### src/rtl/cpu_bus_arbiter_if.sv
// cpu_bus_arbiter_if: the signal bundle between the two pipeline requesters
// (fetch = port 0, memory stage = port 1), the arbiter, and the system bus.
//   p0/p1 : request, rw (1 = write), address, wdata in; rdata, ready out
//   bus   : request, rw, address, wdata out; rdata, ready in
// Modports:
//   master : arbiter view (it masters the system bus, serves p0/p1)
//   slave  : environment view (requesters plus the bus/cache side)
interface cpu_bus_arbiter_if #(
   parameter int AW = 32,
   parameter int DW = 32
);
   logic          i_p0_request;
   logic          i_p0_rw;
   logic [AW-1:0] i_p0_address;
   logic [DW-1:0] i_p0_wdata;
   logic [DW-1:0] o_p0_rdata;
   logic          o_p0_ready;

   logic          i_p1_request;
   logic          i_p1_rw;
   logic [AW-1:0] i_p1_address;
   logic [DW-1:0] i_p1_wdata;
   logic [DW-1:0] o_p1_rdata;
   logic          o_p1_ready;

   logic          o_bus_request;
   logic          o_bus_rw;
   logic [AW-1:0] o_bus_address;
   logic [DW-1:0] o_bus_wdata;
   logic [DW-1:0] i_bus_rdata;
   logic          i_bus_ready;

   modport master (
      input  i_p0_request, i_p0_rw, i_p0_address, i_p0_wdata,
      output o_p0_rdata, o_p0_ready,
      input  i_p1_request, i_p1_rw, i_p1_address, i_p1_wdata,
      output o_p1_rdata, o_p1_ready,
      output o_bus_request, o_bus_rw, o_bus_address, o_bus_wdata,
      input  i_bus_rdata, i_bus_ready
   );

   modport slave (
      output i_p0_request, i_p0_rw, i_p0_address, i_p0_wdata,
      input  o_p0_rdata, o_p0_ready,
      output i_p1_request, i_p1_rw, i_p1_address, i_p1_wdata,
      input  o_p1_rdata, o_p1_ready,
      input  o_bus_request, o_bus_rw, o_bus_address, o_bus_wdata,
      output i_bus_rdata, i_bus_ready
   );
endinterface

### src/rtl/cpu_bus_arbiter.sv
// cpu_bus_arbiter: shares one CPU memory bus between fetch (port 0) and the
// memory stage (port 1) with round-robin fairness.
// Ports:
//   i_clock : system clock
//   i_reset : synchronous, active-high reset
//   bus     : cpu_bus_arbiter_if.master (both requester ports + system bus)
// Flow: IDLE (sample requests, latch winner) -> GRANT (hold bus until
// i_bus_ready) -> RELEASE (one-cycle ready pulse, requests not sampled).

// Per-port response register: ready pulse and sticky read data.
module cpu_bus_arbiter_port #(
   parameter int DW = 32
) (
   input  logic          clk,
   input  logic          rst,
   input  logic          done,
   input  logic [DW-1:0] bus_rdata,
   output logic          ready,
   output logic [DW-1:0] rdata
);
   always_ff @(posedge clk) begin
      if (rst) begin
         ready <= 1'b0;
         rdata <= '0;
      end else begin
         // done can only be high in GRANT, so ready drops after one cycle
         ready <= done;
         if (done) rdata <= bus_rdata;
      end
   end
endmodule

module cpu_bus_arbiter #(
   parameter int AW = 32,
   parameter int DW = 32
) (
   input logic               i_clock,
   input logic               i_reset,
   cpu_bus_arbiter_if.master bus
);
   typedef enum logic [1:0] {IDLE, GRANT, RELEASE} state_t;

   state_t                 state, state_nxt;
   logic                   r_last;     // last port granted
   logic                   gnt;        // port owning the current transaction
   logic                   take;       // grant happens on this edge
   logic                   winner;
   logic                   done;       // bus completed the granted transaction
   logic [1:0]             req;
   logic [1:0]             rw;
   logic [1:0][AW-1:0]     addr;
   logic [1:0][DW-1:0]     wdata;
   logic [1:0]             done_vec;
   logic [1:0]             ready;
   logic [1:0][DW-1:0]     rdata;

   assign req   = {bus.i_p1_request, bus.i_p0_request};
   assign rw    = {bus.i_p1_rw, bus.i_p0_rw};
   assign addr  = {bus.i_p1_address, bus.i_p0_address};
   assign wdata = {bus.i_p1_wdata, bus.i_p0_wdata};

   always_comb begin
      state_nxt = state;
      take      = 1'b0;
      winner    = r_last;
      done      = 1'b0;
      case (state)
         IDLE: if (|req) begin
            take      = 1'b1;
            // contention goes to the port that did not win last time
            winner    = (&req) ? ~r_last : req[1];
            state_nxt = GRANT;
         end
         GRANT: if (bus.i_bus_ready) begin
            done      = 1'b1;
            state_nxt = RELEASE;
         end
         RELEASE: state_nxt = IDLE;
         default: state_nxt = IDLE;
      endcase
   end

   always_ff @(posedge i_clock) begin
      if (i_reset) begin
         state             <= IDLE;
         r_last            <= 1'b0;
         gnt               <= 1'b0;
         bus.o_bus_request <= 1'b0;
         bus.o_bus_rw      <= 1'b0;
         bus.o_bus_address <= '0;
         bus.o_bus_wdata   <= '0;
      end else begin
         state <= state_nxt;
         if (take) begin
            bus.o_bus_request <= 1'b1;
            bus.o_bus_rw      <= rw[winner];
            bus.o_bus_address <= addr[winner];
            bus.o_bus_wdata   <= wdata[winner];
            r_last            <= winner;
            gnt               <= winner;
         end
         if (done) bus.o_bus_request <= 1'b0;
      end
   end

   assign done_vec = {done & gnt, done & ~gnt};

   for (genvar g = 0; g < 2; g++) begin : g_port
      cpu_bus_arbiter_port #(.DW(DW)) u_port (
         .clk       (i_clock),
         .rst       (i_reset),
         .done      (done_vec[g]),
         .bus_rdata (bus.i_bus_rdata),
         .ready     (ready[g]),
         .rdata     (rdata[g])
      );
   end

   assign bus.o_p0_ready = ready[0];
   assign bus.o_p0_rdata = rdata[0];
   assign bus.o_p1_ready = ready[1];
   assign bus.o_p1_rdata = rdata[1];
endmodule

### src/flat_wrapper.sv
// flat-port wrapper written by rule: the top's interface ports become plain ports
module cpu_bus_arbiter_flat 
#(
   parameter int AW = 32,
   parameter int DW = 32
)
  (i_clock, i_reset, bus_i_p0_request, bus_i_p0_rw, bus_i_p0_address, bus_i_p0_wdata, bus_o_p0_rdata, bus_o_p0_ready, bus_i_p1_request, bus_i_p1_rw, bus_i_p1_address, bus_i_p1_wdata, bus_o_p1_rdata, bus_o_p1_ready, bus_o_bus_request, bus_o_bus_rw, bus_o_bus_address, bus_o_bus_wdata, bus_i_bus_rdata, bus_i_bus_ready);
  cpu_bus_arbiter_if #(.AW(AW), .DW(DW)) bus_i ();
  input logic i_clock;
  input logic i_reset;
  input wire logic [$bits(bus_i.i_p0_request)-1:0] bus_i_p0_request;
  input wire logic [$bits(bus_i.i_p0_rw)-1:0] bus_i_p0_rw;
  input wire logic [$bits(bus_i.i_p0_address)-1:0] bus_i_p0_address;
  input wire logic [$bits(bus_i.i_p0_wdata)-1:0] bus_i_p0_wdata;
  output wire logic [$bits(bus_i.o_p0_rdata)-1:0] bus_o_p0_rdata;
  output wire logic [$bits(bus_i.o_p0_ready)-1:0] bus_o_p0_ready;
  input wire logic [$bits(bus_i.i_p1_request)-1:0] bus_i_p1_request;
  input wire logic [$bits(bus_i.i_p1_rw)-1:0] bus_i_p1_rw;
  input wire logic [$bits(bus_i.i_p1_address)-1:0] bus_i_p1_address;
  input wire logic [$bits(bus_i.i_p1_wdata)-1:0] bus_i_p1_wdata;
  output wire logic [$bits(bus_i.o_p1_rdata)-1:0] bus_o_p1_rdata;
  output wire logic [$bits(bus_i.o_p1_ready)-1:0] bus_o_p1_ready;
  output wire logic [$bits(bus_i.o_bus_request)-1:0] bus_o_bus_request;
  output wire logic [$bits(bus_i.o_bus_rw)-1:0] bus_o_bus_rw;
  output wire logic [$bits(bus_i.o_bus_address)-1:0] bus_o_bus_address;
  output wire logic [$bits(bus_i.o_bus_wdata)-1:0] bus_o_bus_wdata;
  input wire logic [$bits(bus_i.i_bus_rdata)-1:0] bus_i_bus_rdata;
  input wire logic [$bits(bus_i.i_bus_ready)-1:0] bus_i_bus_ready;
  assign bus_i.i_p0_request = bus_i_p0_request;
  assign bus_i.i_p0_rw = bus_i_p0_rw;
  assign bus_i.i_p0_address = bus_i_p0_address;
  assign bus_i.i_p0_wdata = bus_i_p0_wdata;
  assign bus_o_p0_rdata = bus_i.o_p0_rdata;
  assign bus_o_p0_ready = bus_i.o_p0_ready;
  assign bus_i.i_p1_request = bus_i_p1_request;
  assign bus_i.i_p1_rw = bus_i_p1_rw;
  assign bus_i.i_p1_address = bus_i_p1_address;
  assign bus_i.i_p1_wdata = bus_i_p1_wdata;
  assign bus_o_p1_rdata = bus_i.o_p1_rdata;
  assign bus_o_p1_ready = bus_i.o_p1_ready;
  assign bus_o_bus_request = bus_i.o_bus_request;
  assign bus_o_bus_rw = bus_i.o_bus_rw;
  assign bus_o_bus_address = bus_i.o_bus_address;
  assign bus_o_bus_wdata = bus_i.o_bus_wdata;
  assign bus_i.i_bus_rdata = bus_i_bus_rdata;
  assign bus_i.i_bus_ready = bus_i_bus_ready;
  cpu_bus_arbiter #(.AW(AW), .DW(DW)) u_core (.i_clock(i_clock), .i_reset(i_reset), .bus(bus_i));
endmodule
### config.mk
export PLATFORM = sky130hd
export DESIGN_NAME = cpu_bus_arbiter_flat
export DESIGN_NICKNAME = d
export VERILOG_FILES = /design/src/rtl/cpu_bus_arbiter_if.sv /design/src/rtl/cpu_bus_arbiter.sv /design/src/flat_wrapper.sv
export SDC_FILE = /design/constraint.sdc
export NUM_CORES = 1
export LEC_CHECK = 0
export CORE_MARGIN = 2
export CORE_UTILIZATION = 36
export CTS_BUF_LIST = sky130_fd_sc_hd__clkbuf_8
export DETAILED_ROUTE_END_ITERATION = 12
export GPL_ROUTABILITY_DRIVEN = 0
export PLACE_DENSITY = 0.79
export RECOVER_POWER = 50
export SLEW_MARGIN = 20
export SYNTH_ARGS = -nofsm -noshare
export SYNTH_HDL_FRONTEND = slang
export SYNTH_SLANG_ARGS = --single-unit
### constraint.sdc
create_clock -name i_clock -period 1.5 [get_ports i_clock]
set_clock_uncertainty 0.05 [all_clocks]
set_input_delay 0.3 -clock i_clock [delete_from_list [all_inputs] [get_ports i_clock]]
set_output_delay 0.3 -clock i_clock [all_outputs]
set_load 0.1 [all_outputs]
== Yosys cells after proc, flatten, opt, wreduce, memory -nomap -nowiden ==
Cells that the tools add are included.

* Bits in registers: 135
* Output and inout bits: 132
* Word-level logic and storage cells: 38

* Multiplexer cells: 16
* Equal/unequal tests: 3
* $lt $le $gt $ge: 1
* Bitwise logic cells: 3
* Reduce and logical (&&, ||, !) cells: 5

{| class="wikitable"
|+ Operator list
! cell !! count
|-
| $mux 32 || 4
|-
| $mux 1 || 9
|-
| $mux 2 || 2
|-
| $pmux 2 s2 || 1
|-
| $reduce_and 2->1 || 2
|-
| $reduce_or 2->1 || 2
|-
| $and 1x1->1 || 2
|-
| $eq 2x1->1 const B || 1
|-
| $logic_not 2->1 || 1
|-
| $lt 1x2->1 const B || 1
|-
| $ne 2x1->1 const B || 1
|-
| $ne 2x2->1 const B || 1
|-
| $not 1->1 || 1
|}

== Logic depth before layout (Yosys ltp) ==
* Word-level depth: 6
* Gate-level depth with buffers: 6
* Gate-level depth less buffers: 3

== Modules after synthesis ==
From an unflattened synthesis, not the netlist that was laid out.

* Cells, all modules: 469
* Area, all modules: 5,547.8 um^2

{| class="wikitable"
|+ By module, submodules not included
! module !! area an instance (um^2) !! cells an instance !! times used !! seq. area each (um^2)
|-
| cpu_bus_arbiter || 3,143.0 || 257 || 1 || 1,381.3
|-
| cpu_bus_arbiter_port || 1,202.4 || 106 || 2 || 660.6
|}

== Worst setup path after synthesis ==
Ideal clock, no wire load.

* Path kind: flip-flop to flip-flop
* Start: register u_core.state[0]
* End: register u_core.bus.o_bus_address[27]
* Path slack: -32 ps
* Arrival time: 1,420 ps
* Path buffers: 3
* Stages on the path, launching flop included: 7
* Data required time: 1,388 ps
* Clock period less this slack: 1,532 ps
* Cell sequence: dfxtp_1 buf_6 or3b_4 buf_6 buf_6 nor4b_2 a221o_1

* Longest elaborated chain between the ends: 4
* Elaborated cells on any way between the ends: 5
* Those cells by class: mux (4); reduce/logical (1)

{| class="wikitable"
|+ Ends and longest elaborated chain
! element !! line !! source
|-
| start, declared || cpu_bus_arbiter.sv:43 || <nowiki>state_t state, state_nxt;</nowiki>
|-
| start signal, assigned || cpu_bus_arbiter.sv:93 || <nowiki>state <= state_nxt;</nowiki>
|-
| $logic_not 2->1 (*) || cpu_bus_arbiter.sv:67 || <nowiki>case (state)</nowiki>
|-
| $mux 1 || cpu_bus_arbiter.sv:67 ||
|-
| $mux 32 (not written as such) (2 in series) || cpu_bus_arbiter.sv:97 || <nowiki>bus.o_bus_address <= addr[winner];</nowiki>
|-
| end signal, assigned || cpu_bus_arbiter.sv:97 ||
|-
| end, declared || cpu_bus_arbiter_if.sv:38 || <nowiki>output o_bus_request, o_bus_rw, o_bus_address, o_bus_wdata,</nowiki>
|}

Mark *: on every way between the ends. The rest lies on a longest branch, timed or not. The select of a mux whose other input is x is not followed.
A chain may end at the register's enable or synchronous reset.

== Final worst setup path ==
* Start: register u_core.state[0]
* End: register u_core.bus.o_bus_wdata[22]

* Longest elaborated chain between the ends: 4
* Elaborated cells on any way between the ends: 5
* Those cells by class: mux (4); reduce/logical (1)

{| class="wikitable"
|+ Ends and longest elaborated chain
! element !! line !! source
|-
| $logic_not 2->1 (*) || cpu_bus_arbiter.sv:67 ||
|-
| $mux 1 || cpu_bus_arbiter.sv:67 ||
|-
| $mux 32 (not written as such) (2 in series) || cpu_bus_arbiter.sv:98 || <nowiki>bus.o_bus_wdata <= wdata[winner];</nowiki>
|-
| end signal, assigned || cpu_bus_arbiter.sv:98 ||
|-
| end, declared || cpu_bus_arbiter_if.sv:38 ||
|}

Marks and branches as above.

==> flow_summary.json <==
{
  "clkTransAtPathRegs_ns": 0.09,
  "vias_per_cell": 5.521,
  "syn-num-nets": 710,
  "die_area_sq_mm": 0.01603,
  "nets": 1011,
  "vias": 5747,
  "grtUsageTotal_pct": 24.71,
  "fmax_mhz": 606.8,
  "cellPowerDensity_mw_per_mm2": 1010,
  "synth.top_cell.area_share_pct": 49.93,
  "cts.sinks": 135,
  "core-area_sq_mm": 0.01459,
  "maxCapViolations": 0,
  "clockPowerShare_pct": 25.7,
  "numCtsBuffers": 17,
  "first_iter_violations": 332,
  "syn_inst": 543,
  "max_stage_delay_ns": 0.49,
  "crit_fanout": 10,
  "fillCellCount": 861,
  "synth_flop_cell": "dfxtp_1",
  "hold_path_class": "in -> reg",
  "holdWs_ns": 0.2460,
  "syn_to_final_growth_pct": 105.2,
  "port_buffers": 298,
  "path_buf_inv": 1,
  "drv_slew": 0,
  "power_frac_comb_pct": 37.9,
  "yosysUniqueCellTypes": 25,
  "ant_nets": 0,
  "setup_viol": 65,
  "start_util_pct": 37.10,
  "multi_input_area_sq_mm": 0.002810,
  "tns_ns": -3.541,
  "grt_pass1_vias": 5810,
  "hold_buffers": 0,
  "wl_met1_um": 8115,
  "antenna_found_initial": 0,
  "final-seq-area_sq_mm": 0.002709,
  "die-height_um": 126.6,
  "avgSynthCellArea_sq_um": 9.968,
  "fin_crit_ns": 1.648,
  "synth.largest_area_cell": "dfxtp_1",
  "grt-ovfl-total": 0,
  "drc": 0,
  "met2_wirelength_um": 11240,
  "clkLatencyLatePin_ns": 0.45,
  "critPathCaptureType": "flip-flop",
  "grt_pass1_wl_um": 31070,
  "outcome": "finished, violations left",
  "min_period_over_period_pct": 109.9,
  "cp_slowest_cell": "or3b_4",
  "syn_area_sq_mm": 0.005413,
  "p_seq_share_pct": 36.5,
  "top_layer": "met4",
  "hold_viol_final": 0,
  "synth.most_common_cell": "dfxtp_1",
  "drive_gt1_share_pct": 34.31,
  "critPathLaunchType": "flip-flop",
  "violations": "setup timing",
  "stdcell_count": 1041,
  "synth-edff-count": 0,
  "path_delay_family": "simple AND/OR/NAND/NOR gates",
  "tightest_slew_ns": 0.5633,
  "met3RoutedLength_um": 1985,
  "cts_htree_levels": 4,
  "p_leak_nw": 4.086,
  "synth_area_leaders": "dfxtp_1, a221o_1, nor4b_2",
  "antenna-diode-count": 0,
  "design_area_sq_mm": 0.01110,
  "wirelength_um": 22140,
  "async_flop_share_pct": 0,
  "hpwl_um": 14400,
  "post_drt_wl_per_cell_um": 21.27,
  "rows": 44,
  "critPathArrivalTime_ns": 1.98,
  "yosysSeqAreaShare_pct": 49.93,
  "cts_root_buf": "clkbuf_8",
  "dpl_worst_slack_ns": -0.6034,
  "setup_slack_ns": -0.1481,
  "total_power_mw": 11.22,
  "path_class": "reg -> reg",
  "ctsLongestPathBuffers": 2,
  "synth_common_cells": "dfxtp_1, nand2_1, a21oi_1",
  "p_switching_mw": 4.426,
  "die_w_um": 126.6,
  "p_int_mw": 6.794,
  "ys_ff_latch": 135,
  "swShare_pct": 39.45,
  "crit_chain": "or3b_4 > buf_16 > nor4b_2 > a221o_1",
  "cts_tree": "built",
  "boundaryPins": 299,
  "yosysWarnings": 0,
  "rsz0062_at_grt": "yes",
  "relSlewSlack_pct": 62.45,
  "grt_start_max_net_pins": 58,
  "dr.pass1.iters": 4,
  "place_area_sq_mm": 0.01010,
  "place_inst": 996,
  "crit_required_ns": 1.84,
  "post-route-util_pct": 76.11,
  "ir_worst_vdd_v": 0.0008007
}
cell usage in the layout (no fill, tap or decap), types with 3 or more instances in the layout:
cell               n
inv_8              3
buf_6              4
buf_12           148
a21oi_2           11
clkbuf_8          17
clkinvlp_4         3
nor2_1             3
clkdlybuf4s50_1  164
clkbuf_16          6
clkinv_4           3
inv_6              5
nor4b_2           47
nor4b_4           17
a221o_1           65
nand2_1          130
buf_4             17
dfxtp_1          132
a21oi_1           56
metal layers:
layer / vias up / GRT usage [%]
met3: 59 / 10.71
met1: 2799 / 27.16
met4: 0 / 9.696
li1: 2609 / -
met2: 280 / 42.06
met5: - / 0
cell families after synthesis:
logic type             share of synthesized area (%)
buffers and inverters                          5.756
AOI/OAI and AO/OA                              18.63
and+or+nand+nor                                25.68
DFF                                            49.93
what timing repair did:
action / 4_1_cts / 5_1_grt
pin swaps: 1 / 11
gates resized for setup: 26 / 46
gates cloned: 0 / 9
buffers inserted: 0 / 4
endpoints found under the setup margin: 51 / 81
tightest hold or removal path, cell delays in order:
cell	delay, ns
buf_4	0.12
buf_12	0.22
a21oi_2	0.04
state kept, by name (all words and copies together), names as in the netlist, named ones only:
register	flops
u_core.g_port.u_port.ready	2
u_core.bus.o_bus_address	32
u_core.bus.o_bus_request	1
u_core.bus.o_bus_rw	1
u_core.state	2
u_core.bus.o_bus_wdata	32
u_core.g_port.u_port.rdata	64
worst paths after layout:
check / from / end / depth (start not counted) / slack [ns]
max: u_core.state[0] / u_core.bus.o_bus_wdata[22] / 4 / -0.15
min: i_reset / u_core.g_port[0].u_port.rdata[13] / 3 / 0.25
max reg2reg: u_core.state[0] / u_core.bus.o_bus_wdata[22] / 4 / -0.15
min reg2reg: u_core.g_port[1].u_port.rdata[0] / u_core.g_port[1].u_port.rdata[0] / 2 / 0.44
final cells by class:
cell class / instances / area share (%)
clock buffers: 17 / 2.107
repair buffers: 342 / 44.87
multi-input cells: 346 / 25.31
well taps: 184 / 2.073
flip-flops and latches: 135 / 24.39
clock inverters: 15 / 1.183
inverters: 2 / 0.06761
power groups by stage:
stage	registers (mW)	logic (mW)	clock network [mW]
6_report	4.09	4.25	2.88
3_5_place_dp	4.16	3.96	0
2_1_floorplan	5.66	0.641	0
5_1_grt	4.12	4.36	3.08
3_3_place_gp	4.16	3.93	0
4_1_cts	4.08	4.01	2.94
(Power assumes the default switching activity.)
